[src/rtl/vicii_pkg.sv]
// vicii_pkg: shared constants and types for the VIC-II composite encoder.
//   SYNC_LEVEL / BLANK_LEVEL : DAC codes for sync tip and blanking pedestal
//   LUMA_GAIN                : DAC steps per luma level
//   CHROMA_AMP               : peak subcarrier amplitude (sine table peak)
//   PHASE_W                  : width of a subcarrier phase index (32 steps)
package vicii_pkg;

  localparam int unsigned PHASE_W     = 5;
  localparam logic [7:0]  SYNC_LEVEL  = 8'd0;
  localparam logic [7:0]  BLANK_LEVEL = 8'd64;
  localparam int unsigned LUMA_GAIN   = 4;
  localparam int          CHROMA_AMP  = 24;

  typedef logic [PHASE_W-1:0] phase_t;
  typedef logic signed [5:0]  sine_t;

endpackage

[src/rtl/vicii_sine_lut.sv]
// vicii_sine_lut: combinational 32-entry sine table,
// entry k = round(CHROMA_AMP * sin(2*pi*k/32)).
//   idx : phase index 0..31 (11.25 degrees per step)
//   val : signed 6-bit sample
module vicii_sine_lut
  import vicii_pkg::*;
(
  input  phase_t idx,
  output sine_t  val
);

  logic [3:0] pos;
  logic [3:0] mag_idx;
  sine_t      mag;

  // Quarter-wave table: the second quarter mirrors the first, the second
  // half is the negated first half.
  always_comb begin
    pos     = idx[3:0];
    mag_idx = pos[3] ? 4'(5'd16 - {1'b0, pos}) : pos;
    mag     = '0;
    case (mag_idx)
      4'd0:    mag = 6'sd0;
      4'd1:    mag = 6'sd5;
      4'd2:    mag = 6'sd9;
      4'd3:    mag = 6'sd13;
      4'd4:    mag = 6'sd17;
      4'd5:    mag = 6'sd20;
      4'd6:    mag = 6'sd22;
      4'd7:    mag = 6'sd24;
      4'd8:    mag = sine_t'(CHROMA_AMP);
      default: mag = 6'sd0;
    endcase
    val = idx[4] ? -mag : mag;
  end

endmodule

[src/rtl/vicii_composite.sv]
// vicii_composite: VIC-II style composite video encoder.
// Two-stage pipeline: stage 1 registers the pixel controls and the
// subcarrier phase index, stage 2 looks up the sine and forms the DAC code.
//   clk, reset_n        : clock, synchronous active-low reset
//   luma, chroma        : brightness 0..31, hue phase index 0..31
//   chroma_en           : enable subcarrier for this pixel
//   sync, blank, burst  : sync tip, blanking, colour-burst window
//   composite           : unsigned 8-bit DAC code, 2 clk after inputs
// Build option VICII_PAL_ALT_EN: PAL line alternation (V-axis inversion of
// chroma and burst phase 12/20 on alternate lines). Without it, chroma is
// used directly and the burst uses BURST_PHASE.
module vicii_composite
  import vicii_pkg::*;
#(
  parameter logic [23:0] PHASE_INC   = 24'd2359362,
  parameter logic [4:0]  BURST_PHASE = 5'd16
) (
  input  logic       clk,
  input  logic       reset_n,
  input  logic [4:0] luma,
  input  logic [4:0] chroma,
  input  logic       chroma_en,
  input  logic       sync,
  input  logic       blank,
  input  logic       burst,
  output logic [7:0] composite
);

  logic [23:0] acc;
  phase_t      sub_phase;
  phase_t      eff_chroma;
  phase_t      burst_phase;
  phase_t      phase_sel;

  logic        s1_sync, s1_blank, s1_burst, s1_chroma_en;
  logic [4:0]  s1_luma;
  phase_t      s1_phase;

  sine_t       sine;
  logic signed [8:0] luma_term, chroma_term, half_sine, active_sum, burst_sum;

  assign sub_phase = acc[23:19];

`ifdef VICII_PAL_ALT_EN
  logic line_odd;

  // s1_sync holds the previous sample of sync, so it doubles as the edge
  // detector's delay flop.
  always_ff @(posedge clk) begin
    if (!reset_n)              line_odd <= 1'b0;
    else if (sync && !s1_sync) line_odd <= !line_odd;
  end

  always_comb begin
    eff_chroma  = line_odd ? phase_t'(5'd0 - chroma) : chroma;
    burst_phase = line_odd ? 5'd20 : 5'd12;
  end
`else
  always_comb begin
    eff_chroma  = chroma;
    burst_phase = BURST_PHASE;
  end
`endif

  // Only one phase offset is ever needed per sample, so pick it before the
  // add; the sum wraps mod 32 through the 5-bit width.
  always_comb begin
    phase_sel = sub_phase + ((blank && burst) ? burst_phase : eff_chroma);
  end

  always_ff @(posedge clk) begin
    if (!reset_n) begin
      acc          <= '0;
      s1_sync      <= 1'b0;
      s1_blank     <= 1'b1;
      s1_burst     <= 1'b0;
      s1_chroma_en <= 1'b0;
      s1_luma      <= '0;
      s1_phase     <= '0;
    end else begin
      acc          <= acc + PHASE_INC;
      s1_sync      <= sync;
      s1_blank     <= blank;
      s1_burst     <= burst;
      s1_chroma_en <= chroma_en;
      s1_luma      <= luma;
      s1_phase     <= phase_sel;
    end
  end

  vicii_sine_lut u_lut (
    .idx (s1_phase),
    .val (sine)
  );

  // Result range is 40..212, so the low byte of the 9-bit sum is exact.
  always_comb begin
    luma_term   = 9'(s1_luma * LUMA_GAIN);
    chroma_term = s1_chroma_en ? 9'(sine) : '0;
    half_sine   = 9'(sine >>> 1);
    active_sum  = 9'(BLANK_LEVEL) + luma_term + chroma_term;
    burst_sum   = 9'(BLANK_LEVEL) + half_sine;
  end

  always_ff @(posedge clk) begin
    if (!reset_n)                  composite <= BLANK_LEVEL;
    else if (s1_sync)              composite <= SYNC_LEVEL;
    else if (s1_blank && s1_burst) composite <= burst_sum[7:0];
    else if (s1_blank)             composite <= BLANK_LEVEL;
    else                           composite <= active_sum[7:0];
  end

endmodule

[config.mk]
export PLATFORM = sky130hd
export DESIGN_NAME = vicii_composite
export DESIGN_NICKNAME = d
export VERILOG_FILES = /design/src/rtl/vicii_pkg.sv /design/src/rtl/vicii_sine_lut.sv /design/src/rtl/vicii_composite.sv
export SDC_FILE = /design/constraint.sdc
export NUM_CORES = 1
export LEC_CHECK = 0
export BUFFER_PORTS_ARGS = -buffer_cell sky130_fd_sc_hd__buf_2
export CORE_ASPECT_RATIO = 2
export CORE_MARGIN = 2
export CORE_UTILIZATION = 40
export DETAILED_ROUTE_END_ITERATION = 7
export SYNTH_ARGS = -nofsm -noshare
export SYNTH_HDL_FRONTEND = slang
export SYNTH_SLANG_ARGS = --single-unit
[constraint.sdc]
create_clock -name clk -period 4.4 [get_ports clk]
set_clock_uncertainty 0.05 [all_clocks]
set_input_delay 0 -clock clk [delete_from_list [all_inputs] [get_ports clk]]
set_output_delay 0 -clock clk [all_outputs]
set_load 0.01 [all_outputs]
Word level (Yosys, flattened, before mapping)
Memory sizes are Yosys's and may differ from the RTL's.
Cells that the tools add are included.
Word-level totals
  bits in registers: 46
  ROM bits: 80
  input port bits: 16
  word-level logic and storage cells: 28
  memories: 1
Memories
  (no name shown): depth 16, bits a word 5, read ports 1, clocked after Yosys merged registers in 0, write ports 0, RTL line vicii_sine_lut.sv:22  | case (mag_idx)
Operators by class
  $add $sub $neg: 7
  multiplexer cells: 7
  bitwise operators: 1
  reduce and logical (&&, ||, !) cells: 3
Operator list (count)
  24-bit by 22-bit adder with 24-bit output (second input constant): 1
  8-bit 2-to-1 mux: 3
  7-bit by 7-bit adder with 8-bit output (first input constant): 1
  8-bit by 5-bit adder with 8-bit output (first input constant): 1
  8-bit adder: 1
  7-bit 2-to-1 mux: 1
  6-bit 2-to-1 mux: 1
  6-bit negator: 1
  5-bit adder: 1
  5-bit 2-to-1 mux: 1
  4-bit 2-to-1 mux: 1
  1-bit by 4-bit subtractor with 4-bit output (first input constant): 1
  1-bit logical AND: 2
  2-bit OR reduction: 1
  1-bit NOT: 1

Longest topological paths before layout
An unclocked memory read counts as a cell.
  depth after elaboration: 10
  mapped depth: 19
  gate-level depth less buffers: 19

Hierarchy
Synthesis repeated with hierarchy kept, for this count alone.
Second synthesis, totals
  cells, all modules: 299
  area total of the unflattened synthesis: 2605.0 um2
By module, submodules not included
  vicii_composite: times used 1, cells each 238, area each 2127.0 um2, sequential area each 900.9 um2
  vicii_sine_lut: times used 1, cells each 61, area each 478.0 um2, sequential area each 0.0 um2

Least setup slack after synthesis
OpenSTA, ideal clock, no wires.
  path type: reg2reg
  from: register s1_phase[0]
  to: register composite[6]
  library setup time: 0.059 ns
  arrival time: 3.592 ns
  path slack: 0.699 ns
  stages on the path, launching flop included: 20
  path buffers: 0
  clock period less this slack: 3.701 ns
  cells stage by stage: dfxtp_1 inv_1 ha_1 nor2b_2 mux2_4 and2_2 inv_1 ha_1 inv_1 o31ai_1 xnor2_1 nor2_1 ha_1 ha_1 a21o_1 a21oi_1 xnor2_1 nor2_1 a311o_1 nand2_1
Between the ends
  word-level cells in the longest chain between the ends: 10
  elaborated cells on any way between the ends: 11
  those cells by class: add/sub: 4; mux: 6; memory: 1
RTL lines
  from (decl): RTL line vicii_composite.sv:37  | phase_t s1_phase;
  from (signal assigned): RTL line vicii_composite.sv:87  | s1_phase <= phase_sel;
  1-bit by 4-bit subtractor with 4-bit output: RTL line vicii_sine_lut.sv:20  | mag_idx = pos[3] ? 4'(5'd16 - {1'b0, pos}) : pos;
  4-bit 2-to-1 mux (*): RTL line vicii_sine_lut.sv:20
  memory read 16 x 5 bit (*)
  6-bit negator: RTL line vicii_sine_lut.sv:34  | val = idx[4] ? -mag : mag;
  6-bit 2-to-1 mux (*): RTL line vicii_sine_lut.sv:34
  8-bit 2-to-1 mux: RTL line vicii_composite.sv:99  | chroma_term = s1_chroma_en ? 9'(sine) : '0;
  8-bit adder: RTL line vicii_composite.sv:101  | active_sum = 9'(BLANK_LEVEL) + luma_term + chroma_term;
  8-bit 2-to-1 mux: RTL line vicii_composite.sv:109  | else if (s1_blank) composite <= BLANK_LEVEL;
  8-bit 2-to-1 mux (*): RTL line vicii_composite.sv:108  | else if (s1_blank && s1_burst) composite <= burst_sum[7:0];
  7-bit 2-to-1 mux (*): RTL line vicii_composite.sv:107  | else if (s1_sync) composite <= SYNC_LEVEL;
  to (signal assigned): RTL line vicii_composite.sv:108
  to (signal assigned): RTL line vicii_composite.sv:110  | else composite <= active_sum[7:0];
  to (decl): RTL line vicii_composite.sv:26  | output logic [7:0] composite
Every way passes the cells marked *; elsewhere a longest branch is shown, timed or not.
A chain may end at the register's enable or synchronous reset.

Worst setup path after layout
  from: register s1_phase[0]
  to: register composite[7]
Between the ends
  word-level cells in the longest chain between the ends: 9
  elaborated cells on any way between the ends: 10
  those cells by class: add/sub: 4; mux: 5; memory: 1
RTL lines (RTL line)
  1-bit by 4-bit subtractor with 4-bit output: vicii_sine_lut.sv:20
  4-bit 2-to-1 mux (*): vicii_sine_lut.sv:20
  memory read 16 x 5 bit (*)
  6-bit negator: vicii_sine_lut.sv:34
  6-bit 2-to-1 mux (*): vicii_sine_lut.sv:34
  8-bit 2-to-1 mux: vicii_composite.sv:99
  8-bit adder: vicii_composite.sv:101
  8-bit 2-to-1 mux: vicii_composite.sv:109
  8-bit 2-to-1 mux (*): vicii_composite.sv:108
Marked as above.

==> results_dict.tcl <==
set metrics [dict create \
    die-height_um 113 \
    vias 1778 \
    critical_path.endpoint_type "flop" \
    grt_util_met2 0.276 \
    final_period_minus_worst_setup_slack_ps 4010 \
    finalCoreUtilization 0.490 \
    fin_nets 326 \
    drt-vias-per-instance 5.07 \
    layout-drive-gt1-share 0.138 \
    routabilityCongestion 0.764 \
    hold_path.class "in -> reg" \
    numCtsBuffers 5 \
    synth_area_sq_mm 0.00238 \
    post-dp-hpwl_mm 3.24 \
    finalNonFillerCells 351 \
    ir_drop_mv 0.393 \
    grt_pass1_vias 1774 \
    place_area_sq_mm 0.00254 \
    finalMaxSlewViolations 0 \
    async_reset_ff_frac 0 \
    critical_path_class "reg -> reg" \
    met3_usage 0.0240 \
    synth_fp_nets 293 \
    finalWirelength_mm 4.33 \
    cts.path.max_buffers 2 \
    seq_area_frac_synth 0.379 \
    cts_max_level 2 \
    maxCapViolCount 0 \
    port-buffer-count 23 \
    setup-violations-final 0 \
    fin_area_sq_mm 0.00280 \
    clockRootBuffer "clkbuf_16" \
    tightest_slew_ps 784 \
    avgSynthCellArea_sq_um 9.28 \
    combPwrFrac 0.171 \
    drtIter0Drc 28 \
    crit_fanout 8 \
    die-width_um 58.5 \
    synthFlopType "dfxtp_1" \
    outcome "complete, no violations" \
    first_pass_iters 4 \
    setup_ws_ps 395 \
    io_pins 24 \
    cts_tree "built" \
    antenna_cells 0 \
    num_rows 39 \
    grt_busiest_layer "met2" \
    p_int_mw 0.795 \
    report.final.hold_viol_count 0 \
    cellLeakagePower_nw 1.25 \
    grt_usage 0.145 \
    overflow 0 \
    path_clk_slew_ps 70 \
    finalPower_mw 1.07 \
    sequentialPowerShare 0.424 \
    die_area_sq_mm 0.00661 \
    place_ws_ps 390 \
    finalSetupTns_ps 0 \
    startpoint_type "flop" \
    crit_arrival_ps 4140 \
    relSlewSlack 0.476 \
    antenna_found_initial 0 \
    dp_cells 334 \
    drc_errors 0 \
    switching_power_mw 0.279 \
    cellPowerDensity_mw_per_mm2 383 \
    core_sq_mm 0.00571 \
    critPathRequiredTime_ps 4530 \
    syn_inst 256 \
    wire_per_inst_um 12.3 \
    holdWs_ps 98.3 \
    clock-sinks 45 \
    rsz0062_at_grt "no" \
    synth_edf_count 0 \
    grt_pass1_wl_mm 7.51 \
    grt_use_met1 0.143 \
    area_delta_synth_final_pct 17.9 \
    max_freq_ghz 0.250 \
    power_frac_clock 0.406 \
    ys_types 47 \
    finalCritPeriodShare 0.910 \
    start_util 0.416 \
    drt.antenna.violating_nets 0 \
    swShare 0.260 \
    yosysWarnings 0 \
    synth-seq-cells 45 \
    grt_max_degree 42 \
    clock_latency_ps 290 \
]
-- kinds of logic after synthesis --
logic type,count (synthesis),share of synthesized area
AND/OR/NAND/NOR,96,0.224
flip-flops,45,0.379
AO/OA/AOI/OAI,44,0.130
XOR/XNOR,26,0.0958
adder cells (fa/ha/maj),21,0.117
buffers and inverters,20,0.0348
multiplexers,4,0.0190
-- critical path, stage by stage, from the launching register on --
cell     delay, ps
dfxtp_1        440
inv_1          130
ha_1           340
nand2_1         70
o21ai_0         80
ha_1           300
o21ai_0        180
o22ai_1        170
o31ai_1        350
xnor2_1        120
and2_1         170
ha_1           280
ha_1           230
fa_1           400
a21o_1         190
a21oi_1        170
xnor2_1         80
and2_1         140
-- per-layer routing --
layer | share of wire | up-vias
met5 | 0 | -
met4 | 0.027 | 0
met3 | 0.024 | 8
met2 | 0.57 | 27
met1 | 0.38 | 811
li1 | - | 932
-- synthesized netlist by cell type, types with 2 or more instances --
| cell type | count | area share |
|---|---|---|
| a21o_1 | 4 | 0.013 |
| and4b_1 | 2 | 0.0084 |
| o21bai_1 | 2 | 0.0063 |
| inv_1 | 14 | 0.022 |
| a21boi_0 | 3 | 0.0095 |
| xnor2_1 | 21 | 0.077 |
| nor2_1 | 8 | 0.013 |
| nand4_1 | 2 | 0.0053 |
| nand2_1 | 22 | 0.035 |
| o31ai_1 | 2 | 0.0063 |
| a21oi_1 | 9 | 0.019 |
| and2_1 | 35 | 0.092 |
| dfxtp_1 | 45 | 0.38 |
| nor2b_1 | 4 | 0.011 |
| nand3_1 | 8 | 0.017 |
| or3_1 | 3 | 0.0079 |
| o21ai_0 | 9 | 0.019 |
| nor3b_1 | 2 | 0.0063 |
| mux2i_1 | 3 | 0.013 |
| clkbuf_1 | 4 | 0.0063 |
| a22o_2 | 2 | 0.0084 |
| nand2b_1 | 2 | 0.0053 |
| or2_2 | 2 | 0.0053 |
| fa_1 | 2 | 0.017 |
| a32o_1 | 2 | 0.0084 |
| ha_1 | 19 | 0.10 |
| xor2_1 | 5 | 0.018 |
-- final timing paths --
path               start      endpoint  slack, ps  cells past startpoint
max          s1_phase[0]  composite[7]        390                     17
min              reset_n  composite[6]        100                      2
max reg2reg  s1_phase[0]  composite[7]        390                     17
min reg2reg       acc[1]        acc[1]        430                      1
-- area by class of cell --
type / count / area [sq um]
tap: 61 / 76.3
clock buffer: 5 / 125
inverter: 14 / 52.6
fill: 546 / 2910
sequential: 45 / 901
clock inverter: 3 / 47.5
timing repair buffer: 32 / 205
multi-input combinational: 191 / 1390
-- sequential cells by signal, indices dropped and copies added, names as in the netlist --
signal and flops:
acc 23, composite 8, s1_luma 5, s1_phase 5
s1_blank 1, s1_burst 1, s1_chroma_en 1, s1_sync 1
-- power by group through the flow --
stage	Sequential [mW]	Clock (mW)	Combinational, mW
final	0.455	0.435	0.183
after global routing	0.460	0.466	0.208
after CTS	0.455	0.450	0.186
after detailed placement	0.464	0	0.178
after global placement	0.464	0	0.176
after floorplan	0.458	0	0.142
-- cells in the final DEF, fill, tap and decap left out, types with 3 or more instances in the layout --
master         synthesis  routed
dfxtp_1               45      45
and2_1                35      35
buf_2                  0      23
nand2_1               22      22
xnor2_1               21      21
ha_1                  19      19
inv_1                 14      14
a21oi_1                9       9
o21ai_0                9       9
dlygate4sd3_1          0       9
nor2_1                 8       8
nand3_1                8       8
xor2_1                 5       5
clkbuf_16              0       5
nor2b_1                4       4
a21o_1                 4       4
or3_1                  3       3
mux2i_1                3       3
a21boi_0               3       3
-- timing repair --
item,in CTS,in global routing
hold buffers,9,0
gates resized for setup,0,0
hold endpoints to repair,9,0
buffers inserted,0,0
Note: power is estimated with default switching activity, not from simulation.
